**config.mk**
```make
export PLATFORM = sky130hd
export DESIGN_NAME = arm_mc_controller
export DESIGN_NICKNAME = d
export VERILOG_FILES = /design/src/rtl/arm_ctrl_pkg.sv /design/src/rtl/cond_check.sv /design/src/rtl/arm_mc_controller.sv
export SDC_FILE = /design/constraint.sdc
export NUM_CORES = 1
export LEC_CHECK = 0
export BUFFER_PORTS_ARGS = -buffer_cell sky130_fd_sc_hd__buf_2
export CAP_MARGIN = 20
export CORE_AREA = 2 2 44 46
export CTS_BUF_LIST = sky130_fd_sc_hd__clkbuf_2
export DETAILED_ROUTE_END_ITERATION = 7
export DIE_AREA = 0 0 46 48
export PLACE_DENSITY = 0.79
export SYNTH_ARGS = -nofsm -noshare
export SYNTH_HDL_FRONTEND = slang
export SYNTH_SLANG_ARGS = --single-unit
export TNS_END_PERCENT = 50
```
**constraint.sdc**
```tcl
create_clock -name clk -period 3 [get_ports clk]
set_input_delay 0.15 -clock clk [delete_from_list [all_inputs] [get_ports clk]]
set_output_delay 0.15 -clock clk [all_outputs]
set_load 0.02 [all_outputs]
```
**src/rtl/arm_ctrl_pkg.sv**
```systemverilog
// Shared encodings for the multicycle ARM control unit:
// FSM states, ALU/mux codes, data-processing commands and condition codes.
package arm_ctrl_pkg;

    typedef enum logic [3:0] {
        S_FETCH    = 4'd0,
        S_DECODE   = 4'd1,
        S_MEMADR   = 4'd2,
        S_MEMREAD  = 4'd3,
        S_MEMWB    = 4'd4,
        S_MEMWRITE = 4'd5,
        S_EXECR    = 4'd6,
        S_EXECI    = 4'd7,
        S_ALUWB    = 4'd8,
        S_BRANCH   = 4'd10
    } state_t;

    localparam logic [1:0] ALU_ADD = 2'b00;
    localparam logic [1:0] ALU_SUB = 2'b01;
    localparam logic [1:0] ALU_AND = 2'b10;
    localparam logic [1:0] ALU_ORR = 2'b11;

    localparam logic [1:0] RES_ALUOUT    = 2'b00;
    localparam logic [1:0] RES_DATA      = 2'b01;
    localparam logic [1:0] RES_ALURESULT = 2'b10;

    localparam logic [1:0] SRCB_RD2  = 2'b00;
    localparam logic [1:0] SRCB_IMM  = 2'b01;
    localparam logic [1:0] SRCB_FOUR = 2'b10;

    localparam logic [1:0] OP_DP  = 2'b00;
    localparam logic [1:0] OP_MEM = 2'b01;
    localparam logic [1:0] OP_BR  = 2'b10;

    localparam logic [3:0] CMD_AND = 4'b0000;
    localparam logic [3:0] CMD_SUB = 4'b0010;
    localparam logic [3:0] CMD_ADD = 4'b0100;
    localparam logic [3:0] CMD_CMP = 4'b1010;
    localparam logic [3:0] CMD_ORR = 4'b1100;

    localparam logic [3:0] COND_EQ = 4'h0;
    localparam logic [3:0] COND_NE = 4'h1;
    localparam logic [3:0] COND_CS = 4'h2;
    localparam logic [3:0] COND_CC = 4'h3;
    localparam logic [3:0] COND_MI = 4'h4;
    localparam logic [3:0] COND_PL = 4'h5;
    localparam logic [3:0] COND_VS = 4'h6;
    localparam logic [3:0] COND_VC = 4'h7;
    localparam logic [3:0] COND_HI = 4'h8;
    localparam logic [3:0] COND_LS = 4'h9;
    localparam logic [3:0] COND_GE = 4'hA;
    localparam logic [3:0] COND_LT = 4'hB;
    localparam logic [3:0] COND_GT = 4'hC;
    localparam logic [3:0] COND_LE = 4'hD;
    localparam logic [3:0] COND_AL = 4'hE;
    localparam logic [3:0] COND_NV = 4'hF;

    // Unsupported commands still run through the ALU as ADD.
    function automatic logic [1:0] alu_decode(input logic [3:0] cmd);
        logic [1:0] a;
        a = ALU_ADD;
        case (cmd)
            CMD_ADD: a = ALU_ADD;
            CMD_SUB: a = ALU_SUB;
            CMD_AND: a = ALU_AND;
            CMD_ORR: a = ALU_ORR;
            CMD_CMP: a = ALU_SUB;
            default: a = ALU_ADD;
        endcase
        return a;
    endfunction

    function automatic logic cmd_writes(input logic [3:0] cmd);
        return (cmd == CMD_ADD) || (cmd == CMD_SUB) ||
               (cmd == CMD_AND) || (cmd == CMD_ORR);
    endfunction

endpackage

```
**src/rtl/cond_check.sv**
```systemverilog
// ARM condition-code evaluation against stored NZCV flags.
// Purely combinational; shared with the pipelined core.
module cond_check
    import arm_ctrl_pkg::*;
(
    input  logic [3:0] Cond,
    input  logic [3:0] Flags,
    output logic       CondEx
);

    logic n, z, c, v;

    assign {n, z, c, v} = Flags;

    always_comb begin
        CondEx = 1'b1;
        case (Cond)
            COND_EQ: CondEx = z;
            COND_NE: CondEx = ~z;
            COND_CS: CondEx = c;
            COND_CC: CondEx = ~c;
            COND_MI: CondEx = n;
            COND_PL: CondEx = ~n;
            COND_VS: CondEx = v;
            COND_VC: CondEx = ~v;
            COND_HI: CondEx = c & ~z;
            COND_LS: CondEx = ~c | z;
            COND_GE: CondEx = (n == v);
            COND_LT: CondEx = (n != v);
            COND_GT: CondEx = ~z & (n == v);
            COND_LE: CondEx = z | (n != v);
            COND_AL: CondEx = 1'b1;
            COND_NV: CondEx = 1'b1;
            default: CondEx = 1'b1;
        endcase
    end

endmodule

```
**src/rtl/arm_mc_controller.sv**
```systemverilog
// Multicycle ARM control FSM with NZCV flag register.
// Define MEM_READY_EN to add a mem_ready stall input for memory states.
module arm_mc_controller
    import arm_ctrl_pkg::*;
#(
    parameter int STATE_W = 4
) (
    input  logic               clk,
    input  logic               reset,
    input  logic [3:0]         Cond,
    input  logic [1:0]         Op,
    input  logic [5:0]         Funct,
    input  logic [3:0]         Rd,
    input  logic [3:0]         ALUFlags,
`ifdef MEM_READY_EN
    input  logic               mem_ready,
`endif
    output logic               PCWrite,
    output logic               AdrSrc,
    output logic               MemWrite,
    output logic               IRWrite,
    output logic [1:0]         ResultSrc,
    output logic               ALUSrcA,
    output logic [1:0]         ALUSrcB,
    output logic [1:0]         ALUControl,
    output logic [1:0]         ImmSrc,
    output logic [1:0]         RegSrc,
    output logic               RegWrite,
    output logic [STATE_W-1:0] state_o
);

    state_t     state;
    logic [3:0] flags;
    logic       condex;
    logic       rdy;
    logic [3:0] cmd;
    logic [1:0] dp_alu;
    logic       is_exec;
    logic       flag_upd;
    logic       rd_pc;
    logic       pc_w, ir_w, mem_w, reg_w;

`ifdef MEM_READY_EN
    assign rdy = mem_ready;
`else
    assign rdy = 1'b1;
`endif

    assign cmd      = Funct[4:1];
    assign dp_alu   = alu_decode(cmd);
    assign is_exec  = (state == S_EXECR) || (state == S_EXECI);
    assign flag_upd = is_exec && (Funct[0] || (cmd == CMD_CMP));
    assign rd_pc    = (Rd == 4'hF);

    cond_check u_cond (
        .Cond   (Cond),
        .Flags  (flags),
        .CondEx (condex)
    );

    always_ff @(posedge clk or posedge reset) begin
        if (reset) begin
            state <= S_FETCH;
            flags <= 4'b0000;
        end else begin
            if (flag_upd) begin
                flags[3:2] <= ALUFlags[3:2];
                if (dp_alu == ALU_ADD || dp_alu == ALU_SUB)
                    flags[1:0] <= ALUFlags[1:0];
            end
            case (state)
                S_FETCH:
                    if (rdy) state <= S_DECODE;
                S_DECODE: begin
                    if (!condex)
                        state <= S_FETCH;
                    else begin
                        case (Op)
                            OP_MEM:  state <= S_MEMADR;
                            OP_DP:   state <= Funct[5] ? S_EXECI : S_EXECR;
                            OP_BR:   state <= S_BRANCH;
                            default: state <= S_FETCH;
                        endcase
                    end
                end
                S_MEMADR:
                    state <= Funct[0] ? S_MEMREAD : S_MEMWRITE;
                S_MEMREAD:
                    if (rdy) state <= S_MEMWB;
                S_MEMWRITE:
                    if (rdy) state <= S_FETCH;
                S_EXECR, S_EXECI:
                    state <= cmd_writes(cmd) ? S_ALUWB : S_FETCH;
                default:
                    state <= S_FETCH;
            endcase
        end
    end

    always_comb begin
        pc_w       = 1'b0;
        ir_w       = 1'b0;
        mem_w      = 1'b0;
        reg_w      = 1'b0;
        AdrSrc     = 1'b0;
        ResultSrc  = RES_ALUOUT;
        ALUSrcA    = 1'b0;
        ALUSrcB    = SRCB_RD2;
        ALUControl = ALU_ADD;
        RegSrc     = 2'b00;
        case (state)
            S_FETCH: begin
                ir_w      = rdy;
                pc_w      = rdy;
                ALUSrcA   = 1'b1;
                ALUSrcB   = SRCB_FOUR;
                ResultSrc = RES_ALURESULT;
            end
            S_DECODE: begin
                ALUSrcA = 1'b1;
                ALUSrcB = SRCB_FOUR;
            end
            S_MEMADR: begin
                ALUSrcB = SRCB_IMM;
            end
            S_MEMREAD: begin
                AdrSrc = 1'b1;
            end
            S_MEMWB: begin
                ResultSrc = RES_DATA;
                reg_w     = ~rd_pc;
                pc_w      = rd_pc;
            end
            S_MEMWRITE: begin
                AdrSrc = 1'b1;
                mem_w  = 1'b1;
                RegSrc = 2'b10;
            end
            S_EXECR: begin
                ALUControl = dp_alu;
            end
            S_EXECI: begin
                ALUSrcB    = SRCB_IMM;
                ALUControl = dp_alu;
            end
            S_ALUWB: begin
                reg_w = ~rd_pc;
                pc_w  = rd_pc;
            end
            S_BRANCH: begin
                RegSrc    = 2'b01;
                ALUSrcB   = SRCB_IMM;
                ResultSrc = RES_ALURESULT;
                pc_w      = 1'b1;
            end
            default: begin
                pc_w = 1'b0;
            end
        endcase
    end

    // Write enables are killed combinationally so reset aborts at once.
    assign PCWrite  = pc_w & ~reset;
    assign IRWrite  = ir_w & ~reset;
    assign MemWrite = mem_w & ~reset;
    assign RegWrite = reg_w & ~reset;
    assign ImmSrc   = Op;
    assign state_o  = STATE_W'(state);

endmodule
```
## Word level (Yosys, flattened, before mapping)

Index checks and enable logic that the tools add are counted.

| cells by class | value |
|---|---|
| equal/unequal tests | 34 |
| muxes and demuxes | 18 |
| reductions and logical operators | 21 |
| bitwise logic cells | 14 |

Operator list:

| operator | number |
|---|---|
| $eq A4 B4 Y1 const B | 13 |
| $eq A4 B3 Y1 const B | 9 |
| $eq A4 B2 Y1 const B | 5 |
| $pmux W4 S5 | 1 |
| $pmux W1 S15 | 1 |
| $reduce_or A2 Y1 | 7 |
| $logic_not A4 Y1 | 3 |
| $pmux W2 S2 | 3 |
| $pmux W4 S3 | 1 |
| $eq A4 B1 Y1 const B | 2 |
| $mux W4 | 2 |
| $and A1 B1 Y1 | 6 |
| $logic_or A1 B1 Y1 | 6 |
| $mux W1 | 6 |
| $not A1 Y1 | 6 |
| $pmux W2 S3 | 1 |
| $eq A2 B1 Y1 const B | 2 |
| $logic_not A2 Y1 | 2 |
| $mux W3 | 1 |
| $reduce_or A3 Y1 | 1 |
| $eq A2 B2 Y1 const B | 1 |
| $mux W2 | 1 |
| $or A1 B1 Y1 | 2 |
| $pmux W1 S2 | 1 |
| 4 further kinds | 4 |

| storage, ports and cells | value |
|---|---|
| input port bits | 22 |
| output and inout port bits | 20 |
| flip-flop bits (word level) | 8 |

## Longest topological paths before layout

| logic depth | value |
|---|---|
| word-level depth | 6 |
| depth in mapped cells | 7 |

## By module

Synthesis repeated with hierarchy kept, for this count alone.

| unflattened totals | value |
|---|---|
| cell total of the unflattened synthesis | 99 |
| area total of the unflattened synthesis | 847.1 um^2 |

Modules (own cells, without submodules):

| module | cells each | instances | area each (um^2) |
|---|---|---|---|
| arm_mc_controller | 70 | 1 | 645.6 |
| cond_check | 29 | 1 | 201.4 |

## Least setup slack after synthesis

OpenSTA, ideal clock, no wires.

| path | value |
|---|---|
| path kind | flip-flop to output port |
| start | reg state[1] (netlist: state_o[1]) |
| end | out IRWrite |
| arrival | 1.825 ns |
| data required time | 2.850 ns |
| cell stages (with the launch flop) | 4 |
| path buffers | 1 |
| setup slack | 1.025 ns |
| path through | dfrtp_1 buf_2 nor3_1 nor3b_1 |

| on the way | value |
|---|---|
| longest elaborated chain between the ends | 3 |

Ends and longest elaborated chain:

| item | line | RTL |
|---|---|---|
| from (decl) | arm_mc_controller.sv:32 | `state_t state;` |
| from (signal assigned) | arm_mc_controller.sv:80 | `OP_DP: state <= Funct[5] ? S_EXECI : S_EXECR;` |
| from (signal assigned) | arm_mc_controller.sv:87 | `state <= Funct[0] ? S_MEMREAD : S_MEMWRITE;` |
| from (signal assigned) | arm_mc_controller.sv:93 | `state <= cmd_writes(cmd) ? S_ALUWB : S_FETCH;` |
| $logic_not A4 Y1 | arm_mc_controller.sv:111 | `case (state)` |
| $mux W1 | arm_mc_controller.sv:111 |  |
| $and A1 B1 Y1 | arm_mc_controller.sv:164 | `assign IRWrite = ir_w & ~reset;` |
| to (decl) | arm_mc_controller.sv:21 | `output logic IRWrite,` |

Every way passes these cells.

## Worst setup path in the final report

| path | value |
|---|---|
| start | reg state[3] (netlist: state_o[3]) |
| end | out ALUControl[1] |

| on the way | value |
|---|---|
| longest elaborated chain between the ends | 3 |
| elaborated cells on any way between the ends | 4 |
| classes of those cells | 2 x eq/ne; 1 x mux; 1 x reduce/logical |

Ends and longest elaborated chain:

| item | line | RTL |
|---|---|---|
| $eq A4 B3 Y1 | arm_mc_controller.sv:111 |  |
| $reduce_or A2 Y1 (no source line) (*) | - |  |
| $mux W2 (*) | arm_mc_controller.sv:111 |  |
| to (decl) | arm_mc_controller.sv:25 | `output logic [1:0] ALUControl,` |

Mark *: on every way between the ends. The rest lies on a longest branch, timed or not.

==> qor.csv <==
metric,value,unit
RSZ-0062 raised after global routing,false,
Final period util,58.0,%
"EDFF count, synth",0,
PortBufs,41,
cts bufs inserted,3,
Syn Nets,122,
status,"finished, final reports clean",
Placer Congestion,0.868,
grt total ovfl,0,
post-route cell area,987,sq um
Ys Warns,0,
Initial Util,47.9,%
f_max,0.575,GHz
Slew @ Worst Pin,0.400,ns
drt drc,0,
syn avg cell area,8.08,sq um
die height,48,um
Post-CTS Setup Bufs,0,
share of the synthesized area in the top cell type,24.8,%
CP startpoint kind,flip-flop,
Detail Route Antenna Nets,0,
P&R area growth vs syn,22.1,%
# rows,15,
Pleak,0.517,nW
CP Capture Type,output port,
root buf cell,clkbuf_2,
Setup Total Neg Slack,0,ns
total track usage,16.9,%
Peak supply drop,0.410,mV
WS Path Type,reg2out,
Sink Count,8,
total power,789,uW
Syn Inst Count,100,
Tmin final,1.74,ns
initial antenna violation count,0,
"Reg clk slew, reported paths",0.08,ns
most common cell in the netlist,nor3_1,
register area share after synthesis,24.8,%
H-tree depth,1,
clock skew,0.00665,ns
WP data arrival,1.59,ns
Synth Register Bits,8,
Initial DRC Count,12,
die area,2210,sq um
largest net degree at the start of global routing,13,
Vias,833,
r2r startpoint,state_o[3],
layout cell share with drive strength beyond 1,34.3,%
"Net count, final",161,
Worst Path Required,2.85,ns
Synth async-reset ratio,100,%
worst min-delay path startpoint,ALUFlags[1],
clock tree from TritonCTS,yes,
most area-consuming cells after synthesis,"dfrtp_1 25%, nor3_1 6.2%, mux2_1 5.6%",
worst relative slew slack,72.7,%
IO Pins,42,
placed inst area,962,sq um
Hold WC Path Type,in2reg,
mapped cell area,808,sq um
Critical Path Start,state_o[3],
Post-DP HPWL,1.47,mm
ys flop type,dfrtp_1,
count of final setup violators,0,
Routed Wire Length,1.79,mm
TritonRoute pass-1 iters,5,
power density over cell area,800,nW/um^2
Die X,46,um
leading area contributor after synthesis,dfrtp_1,
Setup WS post-layout,1.26,ns
# Max-Cap Violations,0,
Placement Setup Slack,1.34,ns
commonest cells in the netlist,"10 x nor3_1, 8 x dfrtp_1, 7 x nor2_1",
Core Region,1690,sq um
Antenna Cells,0,
Unique masters post-synth,40,
first-pass GRT wire length,2.77,mm
worst-skew pair later-pin latency,0.23,ns
"Slew Viols, Final",0,
clk buf depth,2,
WL per Instance,11.6,um
via/cell ratio,5.41,
Fin. Hold Viols,0,
vias in the first global route,691,
"critical path fanouts, max",11,
## state kept, by name (all words and copies together) (netlist names)
signal / count
state_o: 4
flags: 4
## area by class of cell
class | instances | area (sq um)
Fill cell | 165 | 702
Multi-Input combinational cell | 79 | 517
Timing Repair Buffer | 42 | 215
Sequential cell | 8 | 200
Tap cell | 17 | 21.3
Inverter | 5 | 18.8
Clock buffer | 3 | 15.0
## layer usage
layer	GRT usage, %	vias to the layer above	share of wire, %
met4	5.14	0	0
met1	23.1	375	46
li1	-	437	-
met5	0	-	0
met2	27.8	21	50
met3	2.26	0	4.0
## where the power goes
part           switching [mW]  internal (mW)
Clock                  0.0359         0.0273
Combinational           0.282          0.209
Sequential             0.0821          0.153
Total                   0.400          0.389
## per-stage QoR
stage                     hold slack, ns  util [%]  instances
after floorplan                  -0.0343         -        100
after global placement             0.144      57.0        150
after detailed placement           0.148      57.0        150
after CTS                          0.137      58.4        154
after global routing               0.133      58.4        154
final                              0.135      58.4        154
## cells by family (layout without fill, tap and decap cells)
group | Yosys count | after routing | synth area share (%)
flip-flops | 8 | 8 | 24.8
multiplexers | 5 | 5 | 6.97
XOR/XNOR | 4 | 4 | 4.34
AO/OA/AOI/OAI | 23 | 23 | 20.4
AND/OR/NAND/NOR | 47 | 47 | 32.2
buffers and inverters | 13 | 50 | 11.3
## repair_timing
item / in CTS / in global routing
resized for setup: 0 / 0
hold buffers: 1 / 0
hold endpoints to repair: 8 / 0
## final timing paths
kind / end / slack [ns] / cells after the start
max reg2reg: flags[0] / 1.31 / 4
max in group asynchronous: flags[0] / 2.33 / 3
min reg2reg: flags[1] / 0.56 / 1
min in group asynchronous: state_o[1] / 0.44 / 3
max: ALUControl[1] / 1.26 / 4
min: flags[1] / 0.13 / 2
## critical path, stage by stage, from the launching register on
cell	delay (ns)
dfrtp_1	0.50
and2b_1	0.33
nand2_1	0.15
nor3_1	0.20
buf_2	0.19
## layout by cell type (no fill, tap or decap), types with 2 or more instances in the layout
cell,synthesis,final
nand2b_1,5,5
dfrtp_1,8,8
nor3_1,10,10
a21oi_1,6,6
a32o_1,2,2
and3_1,3,3
nand2_1,6,6
clkbuf_2,1,3
and2_1,2,2
mux2_1,4,4
o21ai_0,4,4
nor2b_1,4,4
nor2_1,7,7
buf_2,1,41
inv_1,5,5
nor3b_1,2,2
xor2_1,3,3
and2b_1,2,2
No activity file was read; power rests on OpenSTA's default activity.
